`src/rtl/gpio_event_pkg.sv`:
```
// -----------------------------------------------------------------------------
// gpio_event_pkg
//
// Shared definitions for the GPIO event capture block:
//   TS_WIDTH      width of the free-running timestamp and of event timestamps
//   PIN_BITS_MAX  storage width of the pin index inside a queued event; the top
//                 level uses only the low clog2(WIDTH) bits
//   event_t       one queued event record {pin, rising, stamp}
//   clog2()       index width helper, never returns less than 1 so that a
//                 one-entry range still yields a legal vector
// -----------------------------------------------------------------------------
package gpio_event_pkg;

    localparam int TS_WIDTH     = 16;
    localparam int PIN_BITS_MAX = 8;

    typedef struct packed {
        logic [PIN_BITS_MAX-1:0] pin;     // index of the pin that toggled
        logic                    rising;  // 1 = rising edge, 0 = falling edge
        logic [TS_WIDTH-1:0]     stamp;   // timestamp counter value at the push
    } event_t;

    function automatic int clog2(input int value);
        int bits;
        bits = 1;
        while ((1 << bits) < value) begin
            bits++;
        end
        return bits;
    endfunction

endpackage

```
`src/rtl/gpio_debounce.sv`:
```
// -----------------------------------------------------------------------------
// gpio_debounce
//
// One pin of the capture block: a synchronizer chain for the asynchronous pad
// input, followed by a stability counter that only accepts a new level after
// the synchronized value has differed from the current level for
// DEBOUNCE_CYCLES consecutive cycles.
//
// Ports:
//   clk          single clock
//   resetb       asynchronous active-low reset
//   pin_in       raw pad input, asynchronous to clk
//   level        debounced level
//   edge_strobe  high for the one cycle in which level is about to toggle
//                (combinational, so the parent can commit the edge on the same
//                clock edge that updates level)
//   edge_dir     direction of that toggle: 1 = rising, 0 = falling
// -----------------------------------------------------------------------------
module gpio_debounce
    import gpio_event_pkg::*;
#(
    parameter int SYNC_STAGES     = 2,
    parameter int DEBOUNCE_CYCLES = 16
) (
    input  logic clk,
    input  logic resetb,
    input  logic pin_in,
    output logic level,
    output logic edge_strobe,
    output logic edge_dir
);

    localparam int CNT_W = clog2(DEBOUNCE_CYCLES);
    localparam logic [CNT_W-1:0] CNT_LAST = CNT_W'(DEBOUNCE_CYCLES - 1);

    logic [SYNC_STAGES-1:0] sync;
    logic [CNT_W-1:0]       cnt;
    logic                   synced;
    logic                   differ;
    logic                   settle;

    assign synced = sync[SYNC_STAGES-1];
    assign differ = synced ^ level;

    // The counter never passes CNT_LAST: it is cleared on the toggle and
    // whenever the synchronized value agrees with level, so any glitch shorter
    // than DEBOUNCE_CYCLES restarts the count from zero.
    assign settle      = differ && (cnt == CNT_LAST);
    assign edge_strobe = settle;
    assign edge_dir    = ~level;

    // NOTE: state registers use non-blocking assignments so every flop samples
    // pre-edge values; blocking here would collapse the synchronizer chain.
    always_ff @(posedge clk or negedge resetb) begin
        if (!resetb) begin
            sync  <= '0;
            cnt   <= '0;
            level <= 1'b0;
        end else begin
            sync <= {sync[SYNC_STAGES-2:0], pin_in};
            if (settle) begin
                level <= ~level;
                cnt   <= '0;
            end else if (differ) begin
                cnt <= cnt + CNT_W'(1);
            end else begin
                cnt <= '0;
            end
        end
    end

endmodule

```
`src/rtl/gpio_event_capture.sv`:
```
// -----------------------------------------------------------------------------
// gpio_event_capture
//
// Receive-side GPIO monitor. Every pin is synchronized and debounced; enabled
// rising/falling transitions of the debounced level become timestamped events
// in a small FIFO drained by a valid/ready consumer.
//
// Ports:
//   clk           single clock
//   resetb        asynchronous active-low reset
//   pin_in        raw pad inputs (WIDTH), asynchronous to clk
//   enable        event recording enable; debouncing runs regardless
//   rise_mask     per pin, 1 = record rising edges
//   fall_mask     per pin, 1 = record falling edges
//   level         debounced pin levels
//   ev_valid      FIFO head holds an event
//   ev_ready      consumer accepts the head event
//   ev_pin        pin index of the head event
//   ev_rising     1 = head event is a rising edge
//   ev_time       timestamp of the head event
//   overflow      sticky: an edge was dropped because its pin was still pending
//   overflow_clr  synchronous clear of overflow (a same-cycle new loss wins)
//
// Data path: debounced edge -> per-pin pending flag -> lowest-index arbiter ->
// FIFO. An edge waits in its pending flag while the FIFO is full, so only a
// second edge on a pin that is already pending is ever lost.
// -----------------------------------------------------------------------------
module gpio_event_capture
    import gpio_event_pkg::*;
#(
    parameter int WIDTH           = 4,
    parameter int SYNC_STAGES     = 2,
    parameter int DEBOUNCE_CYCLES = 16,
    parameter int FIFO_DEPTH      = 8
) (
    input  logic                    clk,
    input  logic                    resetb,
    input  logic [WIDTH-1:0]        pin_in,
    input  logic                    enable,
    input  logic [WIDTH-1:0]        rise_mask,
    input  logic [WIDTH-1:0]        fall_mask,
    output logic [WIDTH-1:0]        level,
    output logic                    ev_valid,
    input  logic                    ev_ready,
    output logic [clog2(WIDTH)-1:0] ev_pin,
    output logic                    ev_rising,
    output logic [TS_WIDTH-1:0]     ev_time,
    output logic                    overflow,
    input  logic                    overflow_clr
);

    localparam int PIN_W = clog2(WIDTH);
    localparam int AW    = clog2(FIFO_DEPTH);
    localparam int CNT_W = AW + 1;

    // ------------------------------------------------------------------
    // Per-pin synchronizer + debounce
    // ------------------------------------------------------------------
    logic [WIDTH-1:0] edge_strobe;
    logic [WIDTH-1:0] edge_dir;

    for (genvar i = 0; i < WIDTH; i++) begin : g_pin
        gpio_debounce #(
            .SYNC_STAGES     (SYNC_STAGES),
            .DEBOUNCE_CYCLES (DEBOUNCE_CYCLES)
        ) u_debounce (
            .clk         (clk),
            .resetb      (resetb),
            .pin_in      (pin_in[i]),
            .level       (level[i]),
            .edge_strobe (edge_strobe[i]),
            .edge_dir    (edge_dir[i])
        );
    end

    // An edge is committed only if recording is enabled and the mask for its
    // direction is set; enable/mask changes therefore never touch queued data.
    logic [WIDTH-1:0] commit;
    assign commit = edge_strobe & {WIDTH{enable}} &
                    ((edge_dir & rise_mask) | (~edge_dir & fall_mask));

    // ------------------------------------------------------------------
    // Timestamp, pending flags, arbiter
    // ------------------------------------------------------------------
    logic [TS_WIDTH-1:0] ts;
    logic [TS_WIDTH-1:0] ts_next;
    logic [WIDTH-1:0]    pending;
    logic [WIDTH-1:0]    pend_dir;
    logic [WIDTH-1:0]    pending_nxt;
    logic [WIDTH-1:0]    dir_nxt;
    logic [WIDTH-1:0]    taken;
    logic                lost;
    logic                grant_valid;
    logic [PIN_W-1:0]    grant_idx;

    // The event carries the counter value that is loaded on the push edge, so
    // ev_time equals the number of edges since reset at that push.
    assign ts_next = ts + TS_WIDTH'(1);

    // FIFO control, declared here because the arbiter depends on it.
    logic [AW-1:0]    wr_ptr;
    logic [AW-1:0]    rd_ptr;
    logic [CNT_W-1:0] count;
    logic             full;
    logic             push;
    logic             pop;
    event_t           push_ev;
    event_t           head;

    // NOTE: every always_comb output gets a default before any conditional
    // logic; a path that leaves one unassigned would infer a latch.
    always_comb begin
        grant_valid = 1'b0;
        grant_idx   = '0;
        // Scan from the top so the last hit, the lowest index, wins.
        for (int i = WIDTH - 1; i >= 0; i--) begin
            if (pending[i]) begin
                grant_valid = 1'b1;
                grant_idx   = PIN_W'(i);
            end
        end
    end

    assign full  = (count == CNT_W'(FIFO_DEPTH));
    assign pop   = ev_valid && ev_ready;
    // A pop in the same cycle frees the slot, so a full FIFO still accepts.
    assign push  = grant_valid && (!full || pop);
    assign taken = push ? (WIDTH'(1) << grant_idx) : '0;

    always_comb begin
        pending_nxt = pending;
        dir_nxt     = pend_dir;
        lost        = 1'b0;
        for (int i = 0; i < WIDTH; i++) begin
            if (commit[i]) begin
                if (pending[i] && !taken[i]) begin
                    // Keep the older pending edge; the new one is lost.
                    lost = 1'b1;
                end else begin
                    // Either idle, or the old entry leaves for the FIFO on
                    // this same edge, so the new edge can take its place.
                    pending_nxt[i] = 1'b1;
                    dir_nxt[i]     = edge_dir[i];
                end
            end else if (taken[i]) begin
                pending_nxt[i] = 1'b0;
            end
        end
    end

    always_comb begin
        push_ev        = '0;
        push_ev.pin    = PIN_BITS_MAX'(grant_idx);
        push_ev.rising = pend_dir[grant_idx];
        push_ev.stamp  = ts_next;
    end

    always_ff @(posedge clk or negedge resetb) begin
        if (!resetb) begin
            ts       <= '0;
            pending  <= '0;
            pend_dir <= '0;
            overflow <= 1'b0;
            wr_ptr   <= '0;
            rd_ptr   <= '0;
            count    <= '0;
        end else begin
            ts       <= ts_next;
            pending  <= pending_nxt;
            pend_dir <= dir_nxt;

            if (lost) begin
                overflow <= 1'b1;
            end else if (overflow_clr) begin
                overflow <= 1'b0;
            end

            if (push) begin
                wr_ptr <= wr_ptr + AW'(1);
            end
            if (pop) begin
                rd_ptr <= rd_ptr + AW'(1);
            end
            case ({push, pop})
                2'b10:   count <= count + CNT_W'(1);
                2'b01:   count <= count - CNT_W'(1);
                default: count <= count;
            endcase
        end
    end

    // ------------------------------------------------------------------
    // Event storage
    // ------------------------------------------------------------------
    event_t mem [FIFO_DEPTH];

    // NOTE: the storage array has no reset; emptiness lives in count, and the
    // head fields are gated by ev_valid so stale entries are never visible.
    always_ff @(posedge clk) begin
        if (push) begin
            mem[wr_ptr] <= push_ev;
        end
    end

    assign head      = mem[rd_ptr];
    assign ev_valid  = (count != '0);
    assign ev_pin    = ev_valid ? head.pin[PIN_W-1:0] : '0;
    assign ev_rising = ev_valid & head.rising;
    assign ev_time   = ev_valid ? head.stamp : '0;

    // Upper pin bits are always zero for WIDTH below 2**PIN_BITS_MAX.
    logic head_pin_unused;
    assign head_pin_unused = ^head.pin;

endmodule

```
`config.mk`:
```
export PLATFORM = sky130hd
export DESIGN_NAME = gpio_event_capture
export DESIGN_NICKNAME = d
export VERILOG_FILES = /design/src/rtl/gpio_event_pkg.sv /design/src/rtl/gpio_debounce.sv /design/src/rtl/gpio_event_capture.sv
export SDC_FILE = /design/constraint.sdc
export NUM_CORES = 1
export LEC_CHECK = 0
export ABC_AREA = 1
export BUFFER_PORTS_ARGS = -buffer_cell sky130_fd_sc_hd__buf_4
export CORE_UTILIZATION = 55
export CTS_CLUSTER_DIAMETER = 50
export DETAILED_ROUTE_END_ITERATION = 10
export PLACE_DENSITY = 0.72
export SLEW_MARGIN = 0
export SYNTH_ARGS = -nofsm -noshare
export SYNTH_HDL_FRONTEND = slang
export SYNTH_SLANG_ARGS = --single-unit
```
`constraint.sdc`:
```
create_clock -name clk -period 2.35 [get_ports clk]
set_input_delay 0.3525 -clock clk [delete_from_list [all_inputs] [get_ports clk]]
set_output_delay 0.3525 -clock clk [all_outputs]
set_load 0.03 [all_outputs]
```
# After elaboration in Yosys (flattened, before gate mapping)

Memory sizes are Yosys's and may differ from the RTL's.
Cells that the tools add are included.

Flip-flop bits (word level): 63
Memories kept: 1
Output and inout port bits: 25
Memory bits (writable): 152
Word-level logic and storage cells: 144
ROM bits: 0
Latch bits: 0

Add/sub/neg operators: 9
$lt $le $gt $ge: 1
Reduce and logical (&&, ||, !) cells: 31
Div/mod/pow operators: 0
Shift operators: 1
Multipliers: 0
Muxes and demuxes: 46
Bitwise logic cells: 19
Equality and inequality tests: 11

Memories:

| memory | words | width | rd ports | clocked after Yosys merged registers in | wr ports | RTL line                  | RTL |
|---|---|---|---|---|---|---|---|
| mem    | 8     | 19    | 1        | 0                                       | 1        | gpio_event_capture.sv:195 | `event_t mem [FIFO_DEPTH];` |

Operators by type and width:

| cell                                               | number |
|---|---|
| 2-to-1 mux 4 bit                                   | 9 |
| 2-to-1 mux 1 bit                                   | 29 |
| adder 4 x 1 -> 4 bit, second input constant        | 5 |
| == test 4 bit, second input constant               | 5 |
| adder 16 x 1 -> 16 bit, second input constant      | 1 |
| AND 4 bit                                          | 4 |
| 2-to-1 mux 16 bit                                  | 1 |
| AND reduction 2 bit                                | 8 |
| nonzero test 2 bit                                 | 6 |
| logical AND 1 bit                                  | 10 |
| 2-to-1 mux 2 bit                                   | 5 |
| != test 2 bit, second input constant               | 4 |
| NOT 1 bit                                          | 8 |
| one-hot mux 4 bit (2 select lines)                 | 1 |
| adder 3 x 1 -> 3 bit, second input constant        | 2 |
| zero test 1 bit                                    | 5 |
| NOT 4 bit                                          | 1 |
| OR 4 bit                                           | 1 |
| nonzero test 4 bit                                 | 1 |
| left shift 1 x 2 -> 4 bit, first input constant    | 1 |
| subtractor 4 x 1 -> 4 bit, second input constant   | 1 |
| XOR 1 bit                                          | 4 |
| < comparator 2 x 3 -> 1 bit, second input constant | 1 |
| binary-select mux 1 bit (select 2 bit)             | 1 |
| other kinds (4)                                    | 4 |

# Longest topological paths before layout

Gate-level depths: netlist of run 1.

Depth in word-level cells: 17
Gate-level depth with buffers: 13
Gate-level depth less buffers: 13

# Hierarchy

Synthesis of run 1 repeated with hierarchy kept, for this count alone.

Cell total of the unflattened synthesis: 819
Area total of the unflattened synthesis: 9018.6 um^2

Modules (own cells, without submodules):

| module             | cells an instance | instances | area an instance (um^2) |
|---|---|---|---|
| gpio_event_capture | 703               | 1         | 7842.5 |
| gpio_debounce      | 29                | 4         | 294.0 |

# Worst setup path before layout of run 1

No wires, ideal clock.

Path kind: register -> register
Start: register count[0]
End: memory mem[0][0] in the netlist's numbering, enable pin
Arrival time: 1.707 ns
Period minus slack after synthesis: 2.101 ns
Path slack: 0.249 ns
Path buffers: 0
Stages on the path, launching flop included: 6
Data required time: 1.955 ns
Cell sequence: dfrtp_1 -> nor2_2 -> nand3_2 -> nand2_1 -> or2_1 -> nor2_1

Longest elaborated chain between the ends: 6

Ends and longest elaborated chain:

| what                                                 | RTL line                                             | RTL |
|---|---|---|
| start: declaration                                   | gpio_event_capture.sv:103                            | `logic [CNT_W-1:0] count;` |
| start signal: assignment                             | gpio_event_capture.sv:185                            | `2'b10: count <= count + CNT_W'(1);` |
| start signal: assignment                             | gpio_event_capture.sv:186                            | `2'b01: count <= count - CNT_W'(1);` |
| start signal: assignment                             | gpio_event_capture.sv:187                            | `default: count <= count;` |
| == test 4 bit or nonzero test 4 bit (tied branches)  | gpio_event_capture.sv:124, gpio_event_capture.sv:206 |  |
| zero test 1 bit or logical AND 1 bit (tied branches) | gpio_event_capture.sv:127, gpio_event_capture.sv:125 |  |
| logical OR 1 bit (*)                                 | gpio_event_capture.sv:127                            | `assign push = grant_valid && (!full \|\| pop);` |
| logical AND 1 bit (*)                                | gpio_event_capture.sv:127                            |  |
| 2-to-1 mux 1 bit (*)                                 | gpio_event_capture.sv:200                            | `if (push) begin` |
| 2-to-1 mux 1 bit (not written as such) (*)           | gpio_event_capture.sv:201                            | `mem[wr_ptr] <= push_ev;` |
| end: declaration                                     | gpio_event_capture.sv:195                            |  |

Mark *: on every way between the ends. The rest lies on a longest branch, timed or not.

# Final worst setup path of run 1

Start: register rd_ptr[0]
End: output port ev_time[7]

Longest elaborated chain between the ends: 2

Ends and longest elaborated chain:

| what                     | RTL line                  | RTL |
|---|---|---|
| start: declaration       | gpio_event_capture.sv:102 | `logic [AW-1:0] rd_ptr;` |
| start signal: assignment | gpio_event_capture.sv:182 | `rd_ptr <= rd_ptr + AW'(1);` |
| memory (8 x 19 bit)      | n/a                       |  |
| 2-to-1 mux 16 bit        | gpio_event_capture.sv:209 | `assign ev_time = ev_valid ? head.stamp : '0;` |
| end: declaration         | gpio_event_capture.sv:47  | `output logic [TS_WIDTH-1:0] ev_time,` |

Every way passes these cells.

==> summary.md, run 1 <==
| Metric | Value |
|---|---|
| Slew margin rel. | 0.4513 |
| Final Hold Vio Count | 0 |
| Post-synthesis sequential area ratio | 0.6821 |
| Most frequent cells in the layout | nor2_1 (170), edfxtp_1 (152), nand2_1 (97) |
| Grt ovf | 0 |
| Min Tclk post-route | 2304 ps |
| DRC | 0 |
| DR vias | 6,079 |
| Setup TNS | 0 ps |
| RSZ-0062 raised after global routing | true |
| First-pass GRT wire length | 29.41 mm |
| Most common cell after layout, fill and taps aside | nor2_1 |
| Chip width | 129.9 um |
| Post-Syn Area | 0.009002 mm2 |
| Clock Path Buffers | 3 |
| H-tree levels | 1 |
| Post-DR vias/cell | 5.603 |
| Combinational power share | 0.355 |
| Initial antenna violation count | 0 |
| Worst EP required | 2000 ps |
| Die ar. | 0.01688 mm2 |
| # IOs | 42 |
| Core Rows | 46 |
| Max-cap violation count | 0 |
| CTS tree | yes |
| Synth Area per Inst | 11.45 um2 |
| Yosys warns | 0 |
| Clk_lat worst skew | 500 ps |
| Wirelength per Cell | 18.21 um |
| Worst hold start | overflow_clr |
| CP endpoint kind | output port |
| Worst-path clk slew | 60 ps |
| Share of cells above drive strength 1 | 0.1623 |
| Die H | 129.9 um |
| Post-Place Cells | 1,030 |
| Max incr delay on CP | 490 ps |
| Share of synthesized registers carrying an async set or reset | 0.2930 |
| Detail Route Antenna Nets | 0 |
| Worst path cell trace | buf_6 -> clkbuf_16 -> o21ai_0 -> o22ai_1 -> nor2_1 -> nor2_1 -> buf_4 |
| TritonCTS Sinks | 215 |
| Starting Density | 0.5647 |
| I/O Buffers | 41 |
| Pleak | 0.004375 uW |
| Non-filler cells, final | 1,085 |
| R2R Path Start | ts[2]$_DFF_PN0_ |
| Syn Inst Count | 786 |
| Seq pwr share | 0.339 |
| Most numerous cell on the critical path | nor2_1 |
| Total Routing Usage GR | 0.2284 |
| CORE AREA | 0.01594 mm2 |
| HP Class | input pin to register |
| RD Place Congestion | 0.8534 |
| Internal | 8221 uW |
| Synth Net Count | 813 |
| Crit Path Class | register to output port |
| Tcrit/Tclk final | 0.9805 |
| CP startpoint | rd_ptr[0]$_DFFE_PN0P_ |
| Diodes inserted | 0 |
| Max Slew Vio Count | 0 |
| Switching share of power | 0.3426 |
| P_sw | 4284 uW |
| Layout net count | 880 |
| Slowest CP cell | dfrtp_2 |
| Total power divided by cell area | 1175 mW/mm2 |
| Top FF cell, synth | edfxtp_1 |
| Post-synth EDFFs | 152 |
| Area delta synth->final | 18.19% |
| Outcome | finished clean |
| Max IR drop VDD | 0.8115 mV |
| Vias in the first global route | 6,010 |
| Bufs and invs on worst path | 3 |
| Routed WL | 19.76 mm |
| Worst EP arrival | 1950 ps |
| Detailed placer's ending HPWL | 10.82 mm |
| Max frequency | 434.0 MHz |
| Final setup viols | 0 |
| Root buffer cell | clkbuf_16 |
| Largest net degree at the start of global routing | 64 |
| Synth Register Bits | 215 |
| Clk pwr share | 0.306 |
| CP max FO | 8 |
| CTS Buf Count | 23 |
| Yosys cell types | 34 |
| Initial DRC count | 540 |
| 1st-pass router iterations | 4 |
| Slew @ Worst Pin | 823.0 ps |
| CP Launch Type | register |
| Skew final | 18.85 ps |
| CP delay by family, top | buffers and inverters |
sequential cells by signal (all words and copies together) (netlist names):
| signal | flops |
|---|---|
| g_pin.u_debounce.cnt | 16 |
| overflow | 1 |
| rd_ptr | 3 |
| pending | 4 |
| wr_ptr | 3 |
| ts | 16 |
| g_pin.u_debounce.sync | 8 |
| pend_dir | 4 |
| count | 4 |
| g_pin.u_debounce.level | 4 |
| mem | 152 |
power by group through the flow:
stage	registers, uW	logic [uW]	clock network (uW)
CTS	4210	3910	3880
global placement	4280	3770	0
floorplan	4260	2750	0
finish	4230	4440	3830
detailed placement	4290	3860	0
global route	4240	4810	4020
worst reg2reg max path: stages (launching register included):
cell and delay [ps]:
dfrtp_1 410, nand3_1 160, nor2_2 180, nand2_2 120, nor2_4 130, nand2_1 80
xnor2_1 640
worst paths after layout:
kind	cells past startpoint	endpoint	slack (ps)
worst max-delay path	7	ev_time[7]	50
worst min-delay path	4	overflow$_DFFE_PN0P_	240
worst max register to register	6	mem[4][11]$_DFFE_PP_	300
worst min register to register	0	g_pin[2].u_debounce.sync[1]$_DFF_PN0_	350
max in group asynchronous	2	rd_ptr[0]$_DFFE_PN0P_	1260
min in group asynchronous	2	g_pin[2].u_debounce.cnt[3]$_DFF_PN0_	500
cells by family after synthesis:
kind of cell / after synthesis / share of synthesized area
AO/OA/AOI/OAI: 134 / 0.08881
XOR/XNOR: 26 / 0.02529
adder cells (fa/ha/maj): 10 / 0.01473
buffers and inverters: 79 / 0.04336
flip-flops: 215 / 0.6821
AND/OR/NAND/NOR: 322 / 0.1457
stage by stage:
step | utilization | power (uW) | instance area, um2 | setup WS, ps | hold WS [ps]
2_1_floorplan | - | 7014 | 9002 | 248.9 | 56.91
3_3_place_gp | 0.5994 | 8043 | 9555 | 479.7 | 331.7
3_5_place_dp | 0.5994 | 8147 | 9555 | 399.0 | 336.3
4_1_cts | 0.6537 | 12000 | 10420 | -23.23 | 224.8
5_1_grt | 0.6674 | 13080 | 10640 | -39.71 | 239.1
6_report | 0.6674 | 12500 | 10640 | 45.91 | 244.3
layout make-up:
cell class,instances,area [um2]
Sequential cell,215,6142
Fill cell,1153,5303
Multi-Input combinational cell,492,2494
Timing Repair Buffer,76,749.5
Clock buffer,31,625.6
Tap cell,216,270.3
Clock inverter,10,185.2
Inverter,45,173.9
Yosys cell counts (3+ instances only):
master / n / area share
ha_1: 9 / 0.013
inv_1: 44 / 0.018
a21oi_1: 4 / 0.0022
o21ai_1: 31 / 0.017
nand3_1: 23 / 0.013
nand2_1: 97 / 0.040
xor2_1: 16 / 0.016
o22ai_1: 19 / 0.013
buf_4: 8 / 0.0067
buf_6: 5 / 0.0063
clkbuf_1: 8 / 0.0033
buf_2: 8 / 0.0044
nand2_2: 3 / 0.0021
clkbuf_2: 4 / 0.0022
xnor2_1: 10 / 0.0097
edfxtp_1: 152 / 0.51
nor2_2: 7 / 0.0049
o21ai_0: 60 / 0.033
nor3_1: 5 / 0.0028
o211ai_1: 9 / 0.0075
dfrtp_1: 63 / 0.18
o211ai_2: 11 / 0.015
nor2_1: 177 / 0.074
timing repair:
| action | in CTS | in global routing |
|---|---|---|
| endpoints found under the hold margin | 67 | 0 |
| buffers inserted | 0 | 2 |
| hold buffers | 5 | 0 |
| pin swaps | 0 | 4 |
| resized for setup | 2 | 26 |
| setup endpoints to repair | 3 | 11 |
| gates cloned | 0 | 7 |
layer usage:
| layer | routed length [um] | vias to the layer above | global-route usage |
|---|---|---|---|
| li1 | - | 2820 | - |
| met1 | 8090 | 3030 | 0.2841 |
| met2 | 10130 | 191 | 0.4184 |
| met3 | 1076 | 38 | 0.03198 |
| met4 | 467 | 0 | 0.06156 |
| met5 | 0 | - | 0 |
No activity file was read; power rests on OpenSTA's default activity.
==> run 2: changes to the inputs <==
--- a/config.mk
+++ b/config.mk
@@ -10,8 +10,10 @@
 export CORE_UTILIZATION = 55
 export CTS_CLUSTER_DIAMETER = 50
 export DETAILED_ROUTE_END_ITERATION = 10
-export PLACE_DENSITY = 0.72
+export PLACE_DENSITY = 0.83
+export RECOVER_POWER = 100
 export SLEW_MARGIN = 0
 export SYNTH_ARGS = -nofsm -noshare
 export SYNTH_HDL_FRONTEND = slang
+export SYNTH_HIERARCHICAL = 1
 export SYNTH_SLANG_ARGS = --single-unit
==> summary.md, run 2 <==
| Metric | Value |
|---|---|
| CORE AREA | 0.01594 mm2 |
| Detail Route Antenna Nets | 0 |
| Layout net count | 924 |
| Initial DRC count | 665 |
| Tcrit/Tclk final | 1.047 |
| Min Tclk post-route | 2461 ps |
| Clock Path Buffers | 3 |
| Internal | 7803 uW |
| Max-cap violation count | 1 |
| Post-synthesis sequential area ratio | 0.6809 |
| RSZ-0062 raised after global routing | true |
| Largest net degree at the start of global routing | 79 |
| Post-synth top area share | 0.5061 |
| Switching share of power | 0.3558 |
| Failing checks | max-capacitance violations, max-slew violations, negative setup slack |
| Total Routing Usage GR | 0.2394 |
| Yosys warns | 6 |
| Synth Net Count | 846 |
| Synth top area cells | edfxtp_1 (51%), dfrtp_1 (17%), nor2_1 (8.1%) |
| Syn Inst Count | 819 |
| Detailed placer's ending HPWL | 11.17 mm |
| Final Hold Vio Count | 0 |
| Worst-path clk slew | 60 ps |
| Share of synthesized registers carrying an async set or reset | 0.2930 |
| Wirelength per Cell | 18.59 um |
| DR vias | 6,439 |
| 1st-pass router iterations | 5 |
| Post-synth EDFFs | 152 |
| Most flops, register | mem |
| Pleak | 0.004165 uW |
| Post-DR vias/cell | 5.693 |
| Slew @ Worst Pin | 1537 ps |
| CP max FO | 6 |
| Most frequent cells in the layout | nor2_1 (176), edfxtp_1 (152), o21ai_1 (94) |
| Combinational power share | 0.351 |
| Leading area contributor after synthesis | edfxtp_1 |
| Count leader, synth | nor2_1 |
| Outcome | finished with violations |
| Total power divided by cell area | 1129 mW/mm2 |
| Chip width | 130.1 um |
| Starting Density | 0.5657 |
| Crit Path Class | register to output port |
| CTS Buf Count | 24 |
| Core Rows | 46 |
| Pwr Total | 12,110 uW |
| Slew margin rel. | -0.02463 |
| Setup WS pre-CTS | 378.1 ps |
| Clk_lat worst skew | 510 ps |
| Max IR drop VDD | 0.7629 mV |
| I/O Buffers | 41 |
| Die ar. | 0.01691 mm2 |
| Top Registers | mem: 152 flops, g_pin.u_debounce/cnt: 16 flops, ts: 16 flops |
| Synth top cells by count | nor2_1 (194), edfxtp_1 (152), nand2_1 (88), o21ai_1 (80), o21ai_0 (64) |
| HP Class | input pin to register |
| RD Place Congestion | 0.7929 |
| Routed WL | 21.02 mm |
| # IOs | 42 |
| Initial antenna violation count | 0 |
| Max frequency | 406.4 MHz |
| Top FF cell, synth | edfxtp_1 |
| CP Launch Type | register |
| Skew final | 14.96 ps |
| Grt ovf | 0 |
| Final setup viols | 8 |
| Root buffer cell | clkbuf_16 |
| Clk pwr share | 0.299 |
| Area delta synth->final | 19.01% |
| First-pass GRT wire length | 30.51 mm |
| Largest register FFs | 152 |
| Seq pwr share | 0.350 |
| Setup ws final | -110.8 ps |
| Die H | 130.1 um |
| TritonCTS Sinks | 215 |
| H-tree levels | 1 |
| Synth Area per Inst | 11.01 um2 |
| Synth Register Bits | 215 |
| CTS tree | yes |
| Post-Syn Area | 0.009019 mm2 |
| Max Slew Vio Count | 64 |
| Setup TNS | -371.8 ps |
| Diodes inserted | 0 |
| P_sw | 4310 uW |
| Share of cells above drive strength 1 | 0.1760 |
| Worst EP arrival | 2110 ps |
| CP endpoint kind | output port |
| Most common cell after layout, fill and taps aside | nor2_1 |
| DRC | 0 |
| Yosys cell types | 30 |
| Worst EP required | 2000 ps |
| Vias in the first global route | 6,075 |
## run 2: cell types whose count changed after synthesis, sizes merged, moves of 2 or more
cell / delta
nand4: +7
xnor2: -2
xor2: -3
buf: -5
o21ai: +53
a21oi: +4
nand2: -7
nand3: +3
inv: +6
nor2: +16
o22ai: -19
o211ai: -20
## run 2: cell families (layout without fill, tap and decap cells)
family | count (synthesis) | in the layout | synth area share
AO/OA/AOI/OAI | 153 | 153 | 0.08518
XOR/XNOR | 21 | 21 | 0.02039
adder cells (fa/ha/maj) | 10 | 10 | 0.01471
buffers and inverters | 81 | 177 | 0.04065
flip-flops | 215 | 215 | 0.6809
AND/OR/NAND/NOR | 339 | 339 | 0.1582
## run 2: worst paths after layout
check | to | from | slack (ps) | cells past startpoint
worst max-delay path | ev_time[6] | rd_ptr[0]$_DFFE_PN0P_ | -110 | 9
worst min-delay path | pend_dir[0]$_DFFE_PN0P_ | rise_mask[0] | 110 | 3
worst max register to register | count[3]$_DFFE_PN0P_ | pending[1]$_DFFE_PN0P_ | 310 | 12
worst min register to register | g_pin[1].u_debounce/sync[1]$_DFF_PN0_ | g_pin[1].u_debounce/sync[0]$_DFF_PN0_ | 350 | 0
max in group asynchronous | rd_ptr[0]$_DFFE_PN0P_ | resetb | 580 | 2
min in group asynchronous | g_pin[3].u_debounce/cnt[0]$_DFF_PN0_ | resetb | 770 | 2
## run 2: through the flow
| stage | utilization | hold WS, ps | area (um2) | instances |
|---|---|---|---|---|
| finish | 0.6732 | 114.1 | 10730 | 1131 |
| global route | 0.6732 | 127.0 | 10730 | 1131 |
| CTS | 0.6606 | 103.4 | 10530 | 1122 |
| detailed placement | 0.6062 | 336.4 | 9664 | 1072 |
| global placement | 0.6062 | 333.2 | 9664 | 1072 |
| floorplan | - | 56.91 | 9019 | 819 |
## run 2: layout make-up
| type | count | area, um2 |
|---|---|---|
| timing repair buffer | 82 | 793.3 |
| sequential | 215 | 6143 |
| tap | 216 | 270.3 |
| multi-input combinational | 523 | 2559 |
| inverter | 51 | 200.2 |
| clock inverter | 15 | 116.4 |
| clock buffer | 29 | 650.6 |
| fill | 1097 | 5210 |
## run 2: power groups by stage
| stage | combinational [uW] | clock (uW) | sequential [uW] |
|---|---|---|---|
| 6_report | 4250 | 3620 | 4240 |
| 5_1_grt | 4570 | 3820 | 4250 |
| 4_1_cts | 3670 | 3650 | 4200 |
| 3_5_place_dp | 3510 | 0 | 4280 |
| 3_3_place_gp | 3410 | 0 | 4270 |
| 2_1_floorplan | 2520 | 0 | 4260 |
## run 2: timing repair
item                                    in CTS  in global routing
endpoints found under the hold margin       67                  0
resized for setup                            5                 53
pin swaps                                    0                 16
gates cloned                                 1                  7
hold buffers                                 5                  0
buffers inserted                             0                  2
endpoints found under the setup margin      12                 19
## run 2: layer usage
layer	track usage	wire, um
met5	0	0
met4	0.09713	705
met3	0.03567	1960
met2	0.4049	10520
met1	0.3125	7838
## run 2: critical path, stage by stage (launching register included)
cell,delay (ps)
dfrtp_2,500
buf_6,160
clkbuf_16,160
nor2_2,40
nor2_1,120
o21ai_1,90
o21ai_1,100
o21ai_1,110
nor2_2,170
buf_6,160
==> run 3: changes to the inputs <==
--- a/config.mk
+++ b/config.mk
@@ -12,6 +12,7 @@
 export DETAILED_ROUTE_END_ITERATION = 10
 export PLACE_DENSITY = 0.83
 export RECOVER_POWER = 100
+export SETUP_SLACK_MARGIN = 0.1
 export SLEW_MARGIN = 0
 export SYNTH_ARGS = -nofsm -noshare
 export SYNTH_HDL_FRONTEND = slang
==> summary.md, run 3 (synthesis gave the netlist of run 2 again) <==
| Metric | Value |
|---|---|
| First-pass GRT wire length | 32.09 mm |
| Wirelength per Cell | 18.33 um |
| # IOs | 42 |
| CP max FO | 6 |
| Setup WS pre-CTS | 378.1 ps |
| Max Slew Vio Count | 64 |
| Clk_lat worst skew | 510 ps |
| Post-DR vias/cell | 5.636 |
| Most common cell after layout, fill and taps aside | nor2_1 |
| Setup ws final | -71.18 ps |
| RD Place Congestion | 0.7929 |
| Top Registers | mem: 152 flops, g_pin.u_debounce/cnt: 16 flops, ts: 16 flops |
| Grt ovf | 0 |
| Starting Density | 0.5657 |
| Most frequent cells in the layout | nor2_1 (179), edfxtp_1 (152), o21ai_1 (92) |
| Total Routing Usage GR | 0.2542 |
| CTS tree | yes |
| Die H | 130.1 um |
| Clock Path Buffers | 3 |
| CTS Buf Count | 24 |
| Worst EP required | 2000 ps |
| P_sw | 4316 uW |
| Worst-path clk slew | 60 ps |
| Final setup viols | 11 |
| Largest register FFs | 152 |
| Max-cap violation count | 1 |
| 1st-pass router iterations | 5 |
| CP Launch Type | register |
| Combinational power share | 0.356 |
| Pwr Total | 12,210 uW |
| Initial antenna violation count | 0 |
| Vias in the first global route | 6,375 |
| Non-filler cells, final | 1,134 |
| Detail Route Antenna Nets | 0 |
| Min Tclk post-route | 2421 ps |
| Failing checks | max-capacitance violations, max-slew violations, negative setup slack |
| Crit Path Class | register to output port |
| DR vias | 6,391 |
| Root buffer cell | clkbuf_16 |
| I/O Buffers | 41 |
| Initial DRC count | 610 |
| Worst Hold Slack | 110.5 ps |
| HP Class | input pin to register |
| Worst EP arrival | 2070 ps |
| Max frequency | 413.0 MHz |
| Most flops, register | mem |
| Max IR drop VDD | 0.6793 mV |
| TritonCTS Sinks | 215 |
| Flop-to-flop setup slack | 110 ps |
| Clk pwr share | 0.297 |
| Largest net degree at the start of global routing | 64 |
| RSZ-0062 raised after global routing | true |
| Post-Place Cells | 1,072 |
| Share of cells above drive strength 1 | 0.1558 |
| Switching share of power | 0.3536 |
| DRC | 0 |
| Pleak | 0.004121 uW |
| Total power divided by cell area | 1143 mW/mm2 |
| Area delta synth->final | 18.45% |
| Routed WL | 20.79 mm |
| Outcome | finished with violations |
| Seq pwr share | 0.347 |
| H-tree levels | 1 |
| Internal | 7889 uW |
| Final Hold Vio Count | 0 |
| Skew final | 9.750 ps |
| CP endpoint kind | output port |
| Tcrit/Tclk final | 1.030 |
| Layout net count | 927 |
| Slew margin rel. | -0.03118 |
| Die ar. | 0.01691 mm2 |
| Slew @ Worst Pin | 1547 ps |
| Core Rows | 46 |
| Fillers | 1,120 |
| Diodes inserted | 0 |
| Detailed placer's ending HPWL | 11.17 mm |
| Chip width | 130.1 um |
| CORE AREA | 0.01594 mm2 |
-- run 3: cell count changes in the layout (fill, tap and decap cells not counted), sizes merged --
cell / change
clkbuf: +19
clkinv: -1
inv: +1
buf: -16
-- run 3: layer usage --
layer | wire length, um | vias up | track usage
li1 | - | 2955 | -
met1 | 7989 | 3033 | 0.3168
met3 | 1694 | 70 | 0.03854
met4 | 803 | 0 | 0.1306
met2 | 10300 | 333 | 0.4334
met5 | 0 | - | 0
-- run 3: power groups by stage --
stage / Combinational [uW] / Sequential [uW] / Clock [uW]
final: 4350 / 4240 / 3620
after global routing: 4660 / 4240 / 3820
after CTS: 4120 / 4240 / 3650
after detailed placement: 3510 / 4280 / 0
after global placement: 3410 / 4270 / 0
after floorplan: 2520 / 4260 / 0
-- run 3: final cells by class --
class / count / area, um2 / area share
Tap cell: 216 / 270.3 / 0.02530
Sequential cell: 215 / 6143 / 0.5751
Inverter: 51 / 200.2 / 0.01874
Multi-Input combinational cell: 523 / 2530 / 0.2368
Clock buffer: 29 / 650.6 / 0.06090
Timing Repair Buffer: 85 / 772.0 / 0.07227
Clock inverter: 15 / 116.4 / 0.01089
-- run 3: timing repair --
action / CTS / global route
setup endpoints to repair: 19 / 19
buffers inserted: 3 / 3
pin swaps: 6 / 15
endpoints found under the hold margin: 67 / 0
hold buffers: 5 / 0
gates cloned: 5 / 2
resized for setup: 41 / 17
-- run 3: critical path, stage by stage, from the launching register on --
cell	delay, ps
dfrtp_2	480
buf_6	160
buf_4	140
clkbuf_16	160
o21ai_2	100
o21ai_1	60
o21ai_1	180
nor2_1	100
buf_4	170
-- run 3: stage by stage --
stage / utilization / TNS, ps / cell area [um2]
after floorplan: - / 0 / 9019
after global placement: 0.6062 / 0 / 9664
after detailed placement: 0.6062 / 0 / 9664
after CTS: 0.6738 / 0 / 10740
after global routing: 0.6701 / -2860 / 10680
final: 0.6701 / -338.1 / 10680
-- run 3: path summary, 6_finish.rpt --
path,from,to,cells past startpoint
worst min register to register,g_pin[1].u_debounce/sync[0]$_DFF_PN0_,g_pin[1].u_debounce/sync[1]$_DFF_PN0_,0
max in group asynchronous,resetb,rd_ptr[0]$_DFFE_PN0P_,2
worst max register to register,pending[1]$_DFFE_PN0P_,mem[4][7]$_DFFE_PP_,6
worst min-delay path,rise_mask[0],pend_dir[0]$_DFFE_PN0P_,3
worst max-delay path,rd_ptr[0]$_DFFE_PN0P_,ev_time[12],8
min in group asynchronous,resetb,g_pin[3].u_debounce/cnt[0]$_DFF_PN0_,2
